<file path="config.mk">
export PLATFORM = sky130hd
export DESIGN_NAME = fifo_push_arbiter
export DESIGN_NICKNAME = d
export VERILOG_FILES = /design/src/rtl/fifo_arb_pkg.sv /design/src/rtl/fifo_arb_pick.sv /design/src/rtl/fifo_push_arbiter.sv
export SDC_FILE = /design/constraint.sdc
export NUM_CORES = 1
export LEC_CHECK = 0
export ABC_CLOCK_PERIOD_IN_PS = 2020
export CAP_MARGIN = 20
export CORE_MARGIN = 3
export CORE_UTILIZATION = 40
export CTS_CLUSTER_DIAMETER = 60
export DETAILED_ROUTE_END_ITERATION = 10
export GPL_ROUTABILITY_DRIVEN = 0
export GPL_TIMING_DRIVEN = 1
export HOLD_SLACK_MARGIN = 0.05
export PLACE_DENSITY_LB_ADDON = 0.25
export SYNTH_ARGS = -nofsm -noshare
export SYNTH_HDL_FRONTEND = slang
export SYNTH_SLANG_ARGS = --single-unit
</file>
<file path="constraint.sdc">
create_clock -name clk -period 2.02 [get_ports clk]
set_clock_uncertainty 0.05 [all_clocks]
set_input_delay 0.505 -clock clk [delete_from_list [all_inputs] [get_ports clk]]
set_output_delay 0.505 -clock clk [all_outputs]
set_load 0.02 [all_outputs]
</file>
<file path="src/rtl/fifo_arb_pkg.sv">
// Shared types and constants for the FIFO push arbiter: FSM states,
// requester index type and the default debug counter width.
package fifo_arb_pkg;

  localparam int FIFO_ARB_CNT_W = 16;

  typedef enum logic [1:0] {
    IDLE = 2'd0,
    PUSH = 2'd1,
    HOLD = 2'd2
  } arb_state_e;

  typedef logic req_idx_t;

endpackage

</file>
<file path="src/rtl/fifo_arb_pick.sv">
// Combinational winner selection between the two push requesters.
// FIFO_ARB_FIXED_PRIO_EN selects fixed priority (req0 first); default is round-robin.
module fifo_arb_pick
  import fifo_arb_pkg::*;
(
  input  logic     req0,
  input  logic     req1,
  input  req_idx_t last_grant,
  input  logic     full,
  output logic     grant_valid,
  output req_idx_t grant_idx
);

`ifdef FIFO_ARB_FIXED_PRIO_EN
  logic unused_last_grant;
  assign unused_last_grant = last_grant;
`endif

  // NOTE: every output gets a default before any branch so no latch is inferred.
  always_comb begin
    grant_valid = !full && (req0 || req1);
    grant_idx   = 1'b0;
`ifdef FIFO_ARB_FIXED_PRIO_EN
    grant_idx = req0 ? 1'b0 : 1'b1;
`else
    if (req0 && req1) begin
      grant_idx = ~last_grant;
    end else begin
      grant_idx = req0 ? 1'b0 : 1'b1;
    end
`endif
  end

endmodule

</file>
<file path="src/rtl/fifo_push_arbiter.sv">
// Two-producer arbiter driving the push side of the I/O FIFO (PUSH/HOLD pacing).
// Build option: define FIFO_ARB_FIXED_PRIO_EN for fixed priority instead of round-robin.
module fifo_push_arbiter
  import fifo_arb_pkg::*;
#(
  parameter int WIDTH = 8,
  parameter int CNT_W = FIFO_ARB_CNT_W
) (
  input  logic             clk,
  input  logic             rst,
  input  logic             req0,
  input  logic             req1,
  input  logic [WIDTH-1:0] data0,
  input  logic [WIDTH-1:0] data1,
  output logic             ack0,
  output logic             ack1,
  output logic             fifo_push_back,
  output logic [WIDTH-1:0] fifo_data_in,
  input  logic             fifo_full,
  output logic             busy,
  output logic [CNT_W-1:0] cnt0,
  output logic [CNT_W-1:0] cnt1
);

  arb_state_e       state;
  arb_state_e       state_next;
  logic [WIDTH-1:0] data_reg;
  req_idx_t         last_grant;
  logic             grant_valid;
  req_idx_t         grant_idx;
  logic             take;

  fifo_arb_pick u_pick (
    .req0        (req0),
    .req1        (req1),
    .last_grant  (last_grant),
    .full        (fifo_full),
    .grant_valid (grant_valid),
    .grant_idx   (grant_idx)
  );

  // A grant is only taken outside PUSH, which spaces pushes two cycles apart.
  always_comb begin
    state_next = state;
    take       = 1'b0;
    case (state)
      IDLE, HOLD: begin
        take       = grant_valid;
        state_next = grant_valid ? PUSH : IDLE;
      end
      PUSH:    state_next = HOLD;
      default: state_next = IDLE;
    endcase
  end

  // NOTE: sequential state uses non-blocking assignments; reset is synchronous and active-low.
  always_ff @(posedge clk) begin
    if (!rst) begin
      state          <= IDLE;
      data_reg       <= '0;
      fifo_push_back <= 1'b0;
      ack0           <= 1'b0;
      ack1           <= 1'b0;
      busy           <= 1'b0;
      cnt0           <= '0;
      cnt1           <= '0;
    end else begin
      state          <= state_next;
      fifo_push_back <= take;
      ack0           <= take && (grant_idx == 1'b0);
      ack1           <= take && (grant_idx == 1'b1);
      busy           <= (state_next != IDLE);
      if (take) begin
        data_reg <= grant_idx ? data1 : data0;
        if (grant_idx) cnt1 <= cnt1 + CNT_W'(1);
        else           cnt0 <= cnt0 + CNT_W'(1);
      end
    end
  end

`ifdef FIFO_ARB_FIXED_PRIO_EN
  assign last_grant = 1'b1;
`else
  // Reset value 1 lets requester 0 win the first tie.
  always_ff @(posedge clk) begin
    if (!rst) begin
      last_grant <= 1'b1;
    end else if (take) begin
      last_grant <= grant_idx;
    end
  end
`endif

  assign fifo_data_in = data_reg;

  a_no_back_to_back: assert property (
    @(posedge clk) disable iff (!rst) fifo_push_back |=> !fifo_push_back);

  a_no_push_when_full: assert property (
    @(posedge clk) disable iff (!rst) fifo_push_back |-> !$past(fifo_full));

endmodule
</file>
==> out/qor.csv, run 1 <==
metric,value,unit
Fillers,442,
CTS H-tree lvls,2,
CP Launch Type,input pin,
multi-input logic area,1010,um2
largest net degree at the start of global routing,37,
CP max FO,7,
num ports,65,
fin nets,332,
Synth Net Count,243,
CTS tree,done,
share of the synthesized area in the top cell type,46.2,%
CTS Buf Count,5,
via count,1948,
Power Dens Cells,610,nW/um2
final hold vios,0,
Critical R2R Capture,cnt0[10],
CP cell instances,clkdlybuf4s50_1 -> nand4_1 -> or3_4 -> or4_1 -> a21oi_2,
Die ar.,5860,um2
arrival time at the worst endpoint,2.12,ns
Worst Hold End,state[1],
ratio of cells with drive above 1 in the final layout,14.2,%
max cap viols,0,
final wirelength,4.81,mm
cell count after synthesis,220,
Max IR drop VDD,0.522,mV
initial antenna violation count,0,
Antenna Cells,0,
clk_lat worst skew,0.30,ns
Slew HR,62.1,%
mean cell area of the mapped netlist,9.05,um2
f_max,0.515,GHz
"Distinct cells, synth",32,
post-synthesis sequential area ratio,46.2,%
R2R cell count,5,
WP data required,2.20,ns
Post-Synthesis Cell Area,1990,um2
Layout Utilization,63.2,%
PortBufs,64,
Post-Place Cells,369,
Root Driver,clkbuf_8,
drt drc,0,
Die Wd,76.6,um
DIE HEIGHT,76.6,um
Detailed Route Iter0 Violations,116,
vias per cell,5.17,
Clock Tree Buf Depth,2,
cell taking the most area after synthesis,dfxtp_1,
hold depth,1,
"slowest stage delay, CP",0.51,ns
fin crit share,96.1,%
CP Capture Type,flip-flop,
register area,921,um2
Lkg Pwr,0.00109,uW
grt ovf,0,
First-pass DRT Iterations,4,
top area cells in the synthesized netlist,"dfxtp_1 (46%), nor2_1 (5.5%), a222oi_1 (4.0%)",
"CTS clk-pin slew, worst paths",0.09,ns
fin crit period,1.94,ns
Initial Util,41.9,%
hold wc startpoint,state[1],
HP Class,flip-flop to flip-flop,
wire per inst,12.7,um
Syn-to-layout area delta,50.9,%
"Slew Viols, Final",0,
Worst R2R Start,cnt0[1],
register bit total from synthesis,46,
unrepaired setup endpoints after global routing,true,
Worst R2R Setup Slack,0.15,ns
total power,1830,uW
vias in the first global route,1840,
post-route ant nets,0,
slew of the pin with the lowest slew margin,0.565,ns
synth warn,0,
DP HPWL,3.43,mm
area of the core,4750,um2
final setup fails,0,
cts repair resizes,1,
outcome,"complete, no violations",
postcts setup bufs,0,
first-pass GRT wire length,8.02,mm
CTS Sinks,46,
std cell rows,25,
gr usage total,16.5,%
Layout Cells excl Fill,377,
Crit-path slowest cell,clkdlybuf4s50_1,
Crit Path Class,input pin to flip-flop,
Hold Buf Count CTS,0,
final cells by class:
cell class / count / area share, %
repair buffers: 92 / 28.4
well taps: 67 / 2.79
flip-flops and latches: 46 / 30.6
clock buffers: 5 / 2.29
multi-input cells: 158 / 33.6
clock inverters: 3 / 1.50
inverters: 6 / 0.749
synth_stat cells (all sizes together):
library cell,instances
nand2,15
nand3,9
xnor2,4
clkinv,1
dfxtp,46
nor3b,3
or3,4
or2,1
and2b,1
o21ai,6
nand4,8
buf,2
and4,3
a21oi,14
and4bb,2
xor2,9
nor2,29
or4,10
and2,2
nor4,4
a222oi,8
nand2b,5
ha,2
o31ai,10
inv,5
and3,3
mux2i,6
clkbuf,8
placed cells by master, fill, tap and decap left out:
cell type        Yosys  final
dlymetal6s2s_1       0      2
o21ai_0              5      5
o21ai_1              1      1
clkinvlp_4           0      2
or2_4                1      1
or3_4                1      1
inv_1                5      5
clkdlybuf4s50_1      0     61
a21oi_2              0      2
a222oi_1             8      8
nand2_1             15     15
o31ai_1             10     10
ha_1                 2      2
nor2_1              29     29
clkbuf_8             0      5
nand2b_1             5      5
nand3_1              9      9
and4bb_2             2      2
bufinv_16            0      1
nor3b_2              1      1
and4_1               3      3
buf_4                0     28
nor3b_1              2      2
nand4_1              8      8
nor4_1               4      4
or3_1                3      3
xnor2_1              4      4
xor2_1               9      9
and2_1               2      2
and2b_2              1      1
a21oi_1             14     12
clkinv_1             1      1
and3_1               3      3
mux2i_1              6      6
or4_1               10     10
dlygate4sd2_1        0      1
dfxtp_1             46     46
per-stage QoR:
step           setup TNS [ns]  hold slack (ns)  cell area, um2  setup slack, ns
5_1_grt             -0.000652            0.379            3010        -0.000652
3_3_place_gp            -5.50            0.345            2880           -0.335
6_report                    0            0.367            3010           0.0782
3_5_place_dp            -6.39            0.351            2880           -0.381
2_1_floorplan               0            0.337            1990            0.131
4_1_cts                     0            0.364            2990         0.000838
power breakdown:
| group | switching, uW | internal [uW] | total (uW) |
|---|---|---|---|
| Clock | 318 | 368 | 686 |
| Combinational | 95.0 | 112 | 207 |
| Sequential | 13.2 | 927 | 940 |
| Total | 426 | 1410 | 1830 |
routing by layer:
layer	wire length, um	global-route usage, %	part of all wire, %
met5	0	0	0
met3	326	6.38	6.8
met4	12	3.80	0.25
met1	2220	19.8	46
met2	2250	27.9	47
how the worst max path moves through the flow:
| stage | slack [ns] | to | cells past startpoint | from |
|---|---|---|---|---|
| after floorplan | 0.13 | cnt0[13] | 5 | fifo_full |
| after global placement | -0.33 | cnt0[9] | 5 | fifo_full |
| after detailed placement | -0.38 | cnt0[11] | 5 | fifo_full |
| after CTS | 0.0008 | fifo_push_back | 1 | fifo_push_back |
| after global routing | -0.0007 | cnt0[11] | 5 | req0 |
| final | 0.08 | cnt0[11] | 5 | req0 |
registers in the layout, indices dropped and copies added, names as in the netlist:
register,cells
busy,1
ack1,1
fifo_push_back,1
cnt0,16
cnt1,16
last_grant,1
ack0,1
state,1
fifo_data_in,8
worst max-delay path: cells and delay by family:
kind	cells	cell delay (ns)
simple gates	3	0.96
buf+inv	1	0.51
compound gates	1	0.15
cells by family (layout without fill, tap and decap cells):
family	after synthesis	in the layout	share of synthesized area, %
simple gates	99	99	27.6
mux	6	6	3.02
xor+xnor	13	13	5.72
fa+ha+maj	2	2	1.26
buf+inv	16	106	3.39
compound gates	38	38	12.8
flops	46	46	46.2
(Power assumes the default switching activity.)
==> run 2: changes to the inputs <==
- CTS_BUF_LIST: unset -> sky130_fd_sc_hd__clkbuf_8
==> results of run 2 <==
Final layout, timing and power as in run 1 (identical DEF).
==> edit (config.mk and constraints of run 1) <==
The option `FIFO_ARB_FIXED_PRIO_EN` is turned on by a define.
--- a/src/rtl/fifo_arb_pick.sv
+++ b/src/rtl/fifo_arb_pick.sv
@@ -2,2 +2,4 @@
 // FIFO_ARB_FIXED_PRIO_EN selects fixed priority (req0 first); default is round-robin.
+`define FIFO_ARB_FIXED_PRIO_EN
+
 module fifo_arb_pick
Function: changed (Yosys sat finds a counterexample within 4 cycles, from zero or initial values and one cycle with rst low).
==> edit against run 1 <==
Count of clock-buffer cells in the layout rose by 2. Sequential cell count fell by 1. Fmax fell by 2.8%. Setup slack got worse by 0.055 ns. Non-clock buffer count fell by 11. Total power fell by 8.7%. Routed wire length rose by 3.4%. Area after synthesis fell by 1.8%. Final area fell by 4.5%. Sequential power fell by 2.2%. Critical path type unchanged.
==> edit: results (changes against run 1) <==
status=finished, final reports clean (unchanged); post-synthesis sequential area ratio=0.460 (was 0.462); number of antenna violations at the first check in global routing=0 (unchanged); top post-synthesis cells by area=dfxtp_1 46%, xor2_1 6.7%, a21oi_1 4.6% (was dfxtp_1 46%, nor2_1 5.5%, a222oi_1 4.0%); Cell Area, Placed=2760 sq um (was 2880 sq um); leak pwr=1.10 nW (was 1.09 nW); initial DRC count=113 (was 116); Synth Instances=214 (was 220); Post-DP HPWL=3.54 mm (was 3.43 mm); layout cells sized above 1=0.103 (was 0.142); Worst Max-Slew Pin Slew=0.352 ns (was 0.565 ns); Synth Area in XOR/XNOR=0.0806 (was 0.0572); post-synth cell types=35 (was 32); number of flops mapped to enable cells by yosys=0 (unchanged); Finished Layout Cells=357 (was 377); list of most frequent post-synthesis cells=45 x dfxtp_1, 23 x nor2_1, 18 x a21oi_1 (was 46 x dfxtp_1, 29 x nor2_1, 15 x nand2_1); mux cell area share after synthesis=0.0153 (was 0.0302); Buffers on Ports=64 (unchanged); first-pass GRT wire length=8.06 mm (was 8.02 mm); worst min-delay path category=flip-flop to flip-flop (unchanged); number of global-route vias before repair=1,681 (was 1,840); r2r setup slk=0.34 ns (was 0.15 ns); largest net degree at the start of global routing=27 (was 37); TritonCTS Buffers=5 (unchanged); CP arrival=2.17 ns (was 2.12 ns); Post-synth ARST share=0 (unchanged); Reg2Reg Launch Point=cnt1[0] (was cnt0[1]); Net Count, Synth=237 (was 243); Layout Nets=315 (was 332); Synth Area in Compound Gates=0.120 (was 0.128); Synth Area in Adders=0.0128 (was 0.0126); via count=1,817 (was 1,948); CP endpoint=cnt0[12] (was cnt0[11]); Post-Place Setup Slack=-0.360 ns (was -0.381 ns); Hold Violations, Final=0 (unchanged); DRT Pass-1 Iters=4 (unchanged); Synth area leader=dfxtp_1 (unchanged); diodes inserted=0 (unchanged); Global Route Usage Sum=0.170 (was 0.165); Longest Clk Path Bufs=2 (unchanged); Clock Latency Late Sink=between 0.2 and 0.3 ns; fin crit share=0.989 (was 0.961); Crit path largest cell delay=0.49 ns (was 0.51 ns); setup violation total in the final timing report=0 (unchanged); worst reg2reg endpoint=cnt1[14] (was cnt0[10]); postcts setup bufs=0 (unchanged); worst setup path startpoint=fifo_full (was req0); post-DR wirelength/cell=13.9 um (was 12.7 um); CTS clk-pin slew, worst paths=0.08 ns; Max VDD drop=0.000291 V (was 0.000522 V); placed insts=350 (was 369)
[edit: cell count changes after synthesis, sizes merged, moves of 5 or more]
cell,run 1,this run
xor2,9,15
o31ai,10,2
a22oi,0,8
or4,10,1
a222oi,8,0
nand3b,0,7
or3,4,9
nor2,29,23
o21ai,6,11
[edit: kinds of logic (layout without fill, tap and decap cells)]
family / count (synthesis) / after routing
compound gates: 41 / 41
simple gates: 91 / 91
fa+ha+maj: 2 / 2
mux: 3 / 3
xor+xnor: 18 / 18
buf+inv: 14 / 92
flops: 45 / 45
[edit: what timing repair did]
item | in CTS | in global routing
pin swaps | 0 | 1
endpoints found under the setup margin | 7 | 9
gates resized for setup | 2 | 5
[edit: where the power goes]
part | switching (mW) | total [mW] | internal [mW]
logic | 0.0908 | 0.197 | 0.106
registers | 0.0134 | 0.919 | 0.906
clock network | 0.285 | 0.557 | 0.272
total | 0.389 | 1.67 | 1.28
[edit: layout make-up]
class	count	area [sq um]
Tap cell	65	81.3
Fill cell	396	1660
Multi-Input combinational cell	155	1010
Clock buffer	7	86.3
Timing Repair Buffer	81	776
Sequential cell	45	902
Inverter	4	15.0
[edit: critical path: cells and delay by family]
| kind | cells | cell delay, ns |
|---|---|---|
| AO/OA/AOI/OAI | 1 | 0.14 |
| buffers and inverters | 2 | 0.69 |
| AND/OR/NAND/NOR | 3 | 0.84 |
[edit: worst min-delay path by stage]
stage                        start        to  slack, ns  depth (start not counted)
after floorplan           state[1]  state[1]       0.34                          1
after global placement    state[1]  state[1]       0.34                          1
after detailed placement  state[1]  state[1]       0.35                          1
after CTS                 state[1]  state[1]       0.37                          1
after global routing      state[1]  state[1]       0.39                          1
final                     state[1]  state[1]       0.36                          1
[edit: metal layers]
| layer | global-route usage | share of wire | wire (um) | up-vias |
|---|---|---|---|---|
| met2 | 0.270 | 0.47 | 2350 | 39 |
| met5 | 0 | 0 | 0 | - |
| met3 | 0.0391 | 0.035 | 174 | 7 |
| li1 | - | - | - | 919 |
| met1 | 0.227 | 0.48 | 2360 | 852 |
| met4 | 0.0616 | 0.016 | 80 | 0 |
